--- config.mk ---
export PLATFORM = sky130hd
export DESIGN_NAME = vector_lane_dispatcher
export DESIGN_NICKNAME = d
export VERILOG_FILES = /design/src/rtl/vector_lane_dispatcher.sv
export SDC_FILE = /design/constraint.sdc
export NUM_CORES = 2
export LEC_CHECK = 0
export CORE_AREA = 2 2 591 593
export DETAILED_ROUTE_END_ITERATION = 8
export DIE_AREA = 0 0 593 595
export GPL_ROUTABILITY_DRIVEN = 0
export PLACE_DENSITY = 0.33
export SETUP_SLACK_MARGIN = 0.5
export SYNTH_ARGS = -nofsm -noshare
export SYNTH_HDL_FRONTEND = slang
export SYNTH_SLANG_ARGS = --single-unit
export TNS_END_PERCENT = 30
--- constraint.sdc ---
create_clock -name clk -period 95.5 [get_ports clk]
set_input_delay 23.875 -clock clk [delete_from_list [all_inputs] [get_ports clk]]
set_output_delay 23.875 -clock clk [all_outputs]
set_load 0.1 [all_outputs]
--- src/rtl/vector_lane_dispatcher.sv ---
// vector_lane_dispatcher: sequences one vector instruction across the ALU lanes and assembles vd.
module vector_lane_dispatcher #(
  parameter int LEN = 32,
  parameter int VECTOR_SIZE = 8,
  parameter int ENTRY_INDEX_SIZE = 3,
  parameter int LANE_SIZE = 2,
  parameter int LANE_INDEX_SIZE = 1
) (
  input  logic                          clk,
  input  logic                          rst,
  input  logic                          start,
  input  logic [ENTRY_INDEX_SIZE:0]     vl,
  input  logic [VECTOR_SIZE*LEN-1:0]    vs1_data,
  input  logic [VECTOR_SIZE*LEN-1:0]    vs2_data,
  input  logic [VECTOR_SIZE*LEN-1:0]    vd_old_data,
  input  logic [VECTOR_SIZE-1:0]        mask_bits,
  input  logic                          mask_enable,
  input  logic [LEN-1:0]                imm,
  input  logic [LEN-1:0]                rs,
  input  logic [2:0]                    alu_signal,
  input  logic [1:0]                    vec_operand_type,
  input  logic [5:0]                    opcode,
  output logic [LANE_SIZE*LEN-1:0]      lane_vs1,
  output logic [LANE_SIZE*LEN-1:0]      lane_vs2,
  output logic [LANE_SIZE*LEN-1:0]      lane_mask,
  output logic [LANE_SIZE*LEN-1:0]      lane_imm,
  output logic [LANE_SIZE*LEN-1:0]      lane_rs,
  output logic [2:0]                    lane_alu_signal,
  output logic [1:0]                    lane_vec_operand_type,
  output logic [5:0]                    lane_opcode,
  input  logic [LANE_SIZE*LEN-1:0]      lane_result,
  output logic                          busy,
  output logic                          done,
  output logic [VECTOR_SIZE*LEN-1:0]    vd_data,
  output logic [VECTOR_SIZE-1:0]        vd_elem_written
);
  localparam int EW = ENTRY_INDEX_SIZE + 1;
  localparam int GW = ENTRY_INDEX_SIZE - LANE_INDEX_SIZE + 1;
  typedef enum logic [1:0] {IDLE, ISSUE, DONE} state_t;
  state_t state, state_n;
  logic [GW-1:0] g;
  logic [EW-1:0] vl_q;
  logic [VECTOR_SIZE*LEN-1:0] vs1_q, vs2_q;
  logic [VECTOR_SIZE-1:0] mask_q;
  logic mask_en_q;
  logic [LEN-1:0] imm_q, rs_q;
  logic [2:0] alu_q;
  logic [1:0] type_q;
  logic [5:0] opcode_q;
  logic [LANE_SIZE-1:0][EW-1:0] e;
  logic [LANE_SIZE-1:0] in_vl, act;
  logic issue, last;
  assign issue = state == ISSUE;
  assign busy = state != IDLE;
  assign done = state == DONE;
  assign last = (int'(g) + 1) * LANE_SIZE >= int'(vl_q);
  assign lane_alu_signal = issue ? alu_q : '0;
  assign lane_vec_operand_type = issue ? type_q : '0;
  assign lane_opcode = issue ? opcode_q : '0;
  // Tail lanes get all-zero operands; masked-off lanes still see operands but a zero lane_mask.
  for (genvar i = 0; i < LANE_SIZE; i++) begin : g_lane
    assign e[i] = EW'(int'(g) * LANE_SIZE + i);
    assign in_vl[i] = issue && (e[i] < vl_q);
    assign act[i] = in_vl[i] && (!mask_en_q || mask_q[e[i][ENTRY_INDEX_SIZE-1:0]]);
    assign lane_vs1[i*LEN +: LEN] = in_vl[i] ? vs1_q[e[i][ENTRY_INDEX_SIZE-1:0]*LEN +: LEN] : '0;
    assign lane_vs2[i*LEN +: LEN] = in_vl[i] ? vs2_q[e[i][ENTRY_INDEX_SIZE-1:0]*LEN +: LEN] : '0;
    assign lane_imm[i*LEN +: LEN] = in_vl[i] ? imm_q : '0;
    assign lane_rs[i*LEN +: LEN] = in_vl[i] ? rs_q : '0;
    assign lane_mask[i*LEN +: LEN] = {LEN{act[i]}};
  end
  always_comb begin
    state_n = state;
    if (state == IDLE) state_n = start ? ((vl == '0) ? DONE : ISSUE) : IDLE;
    else if (state == ISSUE) state_n = last ? DONE : ISSUE;
    else state_n = IDLE;
  end
  always_ff @(posedge clk or posedge rst)
    if (rst) state <= IDLE;
    else state <= state_n;
  always_ff @(posedge clk or posedge rst) begin
    if (rst) begin
      g <= '0;
      vl_q <= '0;
      vs1_q <= '0;
      vs2_q <= '0;
      mask_q <= '0;
      mask_en_q <= 1'b0;
      imm_q <= '0;
      rs_q <= '0;
      alu_q <= '0;
      type_q <= '0;
      opcode_q <= '0;
      vd_data <= '0;
      vd_elem_written <= '0;
    end else if (state == IDLE && start) begin
      g <= '0;
      vl_q <= (vl > EW'(VECTOR_SIZE)) ? EW'(VECTOR_SIZE) : vl;
      vs1_q <= vs1_data;
      vs2_q <= vs2_data;
      mask_q <= mask_bits;
      mask_en_q <= mask_enable;
      imm_q <= imm;
      rs_q <= rs;
      alu_q <= alu_signal;
      type_q <= vec_operand_type;
      opcode_q <= opcode;
      vd_data <= vd_old_data;
      vd_elem_written <= '0;
    end else if (issue) begin
      g <= g + 1'b1;
      for (int i = 0; i < LANE_SIZE; i++)
        if (act[i]) begin
          vd_data[e[i][ENTRY_INDEX_SIZE-1:0]*LEN +: LEN] <= lane_result[i*LEN +: LEN];
          vd_elem_written[e[i][ENTRY_INDEX_SIZE-1:0]] <= 1'b1;
        end
    end
  end
endmodule

; Yosys cells after proc, flatten, opt, wreduce, memory -nomap -nowiden
; Index checks and enable logic that the tools add are counted.
[word_totals]
inputBits = 923
register_bits = 869
[op_classes]
n_shift = 8
n_mux = 41
eq_ne = 2
reduce_logical = 14
n_addsub = 5
n_bitwise = 2
n_lt_le_gt_ge = 8
[ops]
columns = operator, n
row1 = 2-to-1 mux 256 bit, 6
row2 = variable part select 256 x 9 -> 32 bit, 4
row3 = bitwise mux 256 bit, 2
row4 = variable shift 32 x 34 -> 256 bit (first input constant), 2
row5 = variable part select 32 x 34 -> 256 bit, 2
row6 = 2-to-1 mux 32 bit, 8
row7 = negation 8 -> 34 bit, 2
row8 = 2-to-1 mux 8 bit, 6
row9 = 2-to-1 mux 2 bit, 6
row10 = 2-to-1 mux 3 bit, 3
row11 = less-than comparator 3 x 4 -> 1 bit (second input constant), 2
row12 = less-than comparator 4 bit, 2
row13 = bitwise OR 8 x 7 -> 8 bit, 1
row14 = bitwise OR 8 bit, 1
row15 = logical AND 1 bit, 7
row16 = greater-or-equal comparator 3 x 1 -> 1 bit (second input constant), 2
row17 = 2-to-1 mux 6 bit, 1
row18 = greater-or-equal comparator 5 x 4 -> 1 bit, 1
row19 = adder 3 x 1 -> 4 bit (second input constant), 1
row20 = adder 4 x 1 -> 4 bit (second input constant), 1
row21 = greater-than comparator 4 bit (second input constant), 1
row22 = logical NOT 4 bit, 1
row23 = 2-to-1 mux 1 bit, 4
row24 = 2-to-1 mux 4 bit, 1
row25 = 11 further kinds, 13

; Longest topological paths before layout
[depth]
word_depth = 12
depth_mapped = 10
ltp_nobuf = 7

; Worst setup path after synthesis
; OpenSTA, ideal clock, no wires.
[synth_path]
path_type = register to output
start = register g[0]
end = output port lane_mask[10]
arrival_time_ns = 3.637
n_path_buf = 3
path_stages_with_launch = 9
setup_slack_ns = 67.988
required_time_ns = 71.625
cell_sequence = dfrtp_1 > buf_2 > inv_1 > ha_1 > o21ba_2 > o211ai_1 > nor2_2 > clkbuf_1 > buf_4
[synth_between]
elab_chain_len = 4
[synth_lines]
columns = element, line
row1 = "start, declared", 41  ; logic [GW-1:0] g;
row2 = "start signal, assigned", 110  ; g <= g + 1'b1;
row3 = "parallel branches: the longest is 3 deep, another holds less-than comparator 4 bit", n/a
row4 = logical AND 1 bit (*), 64  ; assign act[i] = in_vl[i] && (!mask_en_q || mask_q[e[i][ENTRY_INDEX_SIZE-1:0]]);
row5 = "end, declared", 25  ; output logic [LANE_SIZE*LEN-1:0] lane_mask,
; Mark *: on every way between the ends. The select of a mux whose other input is x is not followed.

; Worst setup path in the final report
[layout_path]
start = register g[0]
end = output port lane_vs2[33]
[layout_between]
elab_chain_len = 4
[layout_lines]
columns = element, line
row1 = adder 4 x 1 -> 4 bit (*), 62  ; assign e[i] = EW'(int'(g) * LANE_SIZE + i);
row2 = "parallel branches: the longest is 2 deep, another holds variable part select 256 x 9 -> 32 bit", n/a
row3 = 2-to-1 mux 32 bit (*), 66  ; assign lane_vs2[i*LEN +: LEN] = in_vl[i] ? vs2_q[e[i][ENTRY_INDEX_SIZE-1:0]*LEN +: LEN] : '0;
row4 = "end, declared", 24  ; output logic [LANE_SIZE*LEN-1:0] lane_vs2,
; Mark *: on every way between the ends.

==> implementation parameters <==
Parameter                              Value

Finish
  Fraction of layout instances using a drive strength above 1    8.48%
  Final #Nets    6452
  Area growth from synthesis to layout    60.9%

Critical path
  Kind of cell adding the most delay to the critical path    buffers and inverters
  Nature of the critical path endpoint    output pin
  Data arrival time of the critical path    5.38 ns
  Worst path cell trace    inv_1 > ha_1 > o211a_4 > buf_4 > and2_1 > clkdlybuf4s50_1
  Startpoint type of the worst setup path    flop
  Highest cell delay on the worst timing path    1.23 ns
  WP data required    71.62 ns
  Critical path start-end classification    flop to output pin
  Crit Path Max Fanout    72
  CP bufs+invs    3
  Slowest-stage cell, CP    clkdlybuf4s50_1

Pwr
  Total power per unit cell area    45.5 nW/um2
  Worst IR Drop VDD    0.0339 mV
  Overall power after layout    2.92 mW
  Leakage dissipation    28.2 nW

Floorplan
  Horizontal extent of the die    593 um
  I/O pin cnt    1520
  Placeable core region    347000 um2
  Standard-cell rows    217
  Overall die area    353000 um2
  Starting Density    11.5%
  Die extent in y    595 um

Yosys
  Share of async-settable or async-resettable flops after synthesis    100%
  Synth unique cells    43
  Most area-consuming cells after synthesis    dfrtp_1 (55%), nand2_1 (18%), mux4_2 (7.2%)
  Synthesized area divided by synthesized cell count    9.56 um2
  Instance count of the mapped netlist    4163
  Area fraction of the dominant cell type after synthesis    54.6%
  Synth Net Count    5099
  Post-synthesis sequential area ratio    54.6%
  Main synth FF type    dfrtp_1
  Top cell type by total area after synthesis    dfrtp_1
  Yosys warnings    0
  Synth Cell Area    39800 um2
  Post-synth EDFFs    0
  Number of synthesized register bits    869

Clocking
  Clock input transition at the sequential cells of the worst setup and hold paths    0.06 ns
  Buffer levels on the longest clock path    4
  CTS tree    built
  Setup bufs post-CTS    0
  Buffer type at the clock tree root    clkbuf_16
  Total of cells resized after clock tree synthesis    0
  H-tree levels    3
  Number of clock sinks    869
  CTS hold repair buffers    0
  Clk_lat worst skew    0.88 ns
  Num CTS Buffers    123

Route
  First-pass iteration count of the detailed router    7
  Final wirelength    273000 um
  Initial drt markers    2525
  Detail Route Antenna Nets    0
  Routed wire length per instance    26.5 um
  Drt via density    3.62
  DRC violations left    0
  Total number of vias    37200

Timing
  Max Freq    34.2 MHz
  Worst-margin pin slew    1.32 ns
  Setup clock skew after layout    0.103 ns
  Accumulated negative setup slack    0 ns
  Final Slew Violations    0
  Fraction of the cycle the final worst path needs    30.6%
  Final hold violation count    0
  Setup Viol. Count Final    0
  RSZ-0062 raised after global routing    false
  Minimum period implied by the final worst setup slack    29.25 ns
  Worst slew margin relative to its limit    11.7%

Place
  Count of input and output buffers    1519
  DPL Wire Length    215000 um

GRT
  Vias in the first global route    38800
  Antenna violations before repair    179
  First-pass GRT wire length    363000 um
  Aggregate global routing overflow    0
  Largest net degree at the start of global routing    133
  Overall Global Routing Usage    15.0%

Run
  Maxcap violations    0

Run status
  Result of the run    complete, no violations

Min path
  Path class of the lowest-slack min-delay path    flop to flop
layout make-up:
class | instances | area (um2)
multi-input combinational | 2930 | 16500
clock inverter | 52 | 689
tap | 4599 | 5750
antenna | 79 | 198
fill | 38500 | 283000
inverter | 9 | 41.3
clock buffer | 173 | 3550
sequential | 869 | 21800
timing repair buffer | 1583 | 15600
state kept, by name (all words and copies together), names as in the netlist, 3 cells and up:
name and cells:
alu_q 3, g 3, imm_q 32, mask_q 8, opcode_q 6, rs_q 32
vd_data 256, vd_elem_written 8, vl_q 4, vs1_q 256, vs2_q 256
synthesized netlist by cell type, drive strengths merged (2+ instances only):
library cell and n:
a21o 64, a21oi 12, a221o 96, a22o 65, a22oi 96, a31oi 3, and2 206, and3 96
buf 164, clkbuf 191, dfrtp 869, ha 13, inv 9, mux2 3, mux2i 2, mux4 128
nand2 1961, nand2b 3, nand3 33, nand3b 3, nor2 14, nor2b 68, nor4 5, nor4b 2
o211ai 35, o21ai 8, o22ai 3
worst register-to-register path, delay by kind of cell, from the launching register on:
family | cells | cell delay (ns)
buf+inv | 5 | 3.44
simple gates | 4 | 1.14
flops | 1 | 0.50
stage by stage:
stage	cells	setup WS [ns]	hold slack [ns]	util, %	area [um2]
detailed placement	9990	66.49	0.455	17.2	59600
floorplan	4163	47.20	0.437	-	39800
global route	10200	65.84	0.486	18.4	63900
global placement	9990	66.51	0.451	17.2	59600
finish	10300	66.25	0.466	18.5	64100
CTS	10200	65.91	0.470	18.4	63900
per-layer routing:
metal | GRT usage, % | part of all wire, %
met1 | 16.8 | 38
met3 | 5.76 | 9.9
met5 | 0 | 0.29
met4 | 5.50 | 4.0
met2 | 25.6 | 48
cell families (layout without fill, tap and decap cells):
logic type / Yosys count / in the layout / share of synthesized area (%)
XOR/XNOR: 1 / 1 / 0.0220
buffers and inverters: 364 / 1817 / 4.34
multiplexers: 133 / 133 / 7.38
adder cells (fa/ha/maj): 13 / 13 / 0.409
flip-flops: 869 / 869 / 54.6
AO/OA/AOI/OAI: 388 / 388 / 8.01
AND/OR/NAND/NOR: 2395 / 2395 / 25.2
other: 0 / 79 / 0
worst paths after layout:
path	startpoint	end	slack [ns]	cells past startpoint
max	g[0]	lane_vs2[33]	66.25	6
min	opcode_q[5]	opcode_q[5]	0.47	2
max reg2reg	state[1]	vs1_q[157]	90.32	9
min reg2reg	opcode_q[5]	opcode_q[5]	0.47	2
max in group asynchronous	rst	vs1_q[110]	67.59	7
min in group asynchronous	rst	vd_data[93]	23.61	2
power by group:
group / leakage (nW) / total, mW / internal, mW / switching, mW
combinational: 15.5 / 1.76 / 0.437 / 1.32
clock: 2.09 / 0.491 / 0.295 / 0.196
sequential: 10.7 / 0.666 / 0.542 / 0.124
total: 28.2 / 2.92 / 1.28 / 1.64
placed cells by master, fill, tap and decap left out, types with 10 or more instances in the layout:
cell type        netlist  final
nand3_1               33     33
a21o_1                64     64
a22o_1                65     65
a22oi_1               96     96
diode_2                0     79
nor2_1                13     10
ha_1                  13     13
dfrtp_1              869    867
mux4_2               128    128
clkbuf_1             191     22
clkbuf_16              0    123
o211ai_1              35     35
nor2b_1               68     67
clkbuf_8               0     28
and2_1               206    204
clkdlybuf4s50_1        0   1470
buf_4                 65    109
a221o_1               96     96
nand2_1             1961   1960
and3_1                96     96
bufinv_16              0     14
clkinv_2               0     24
(Power assumes the default switching activity.)
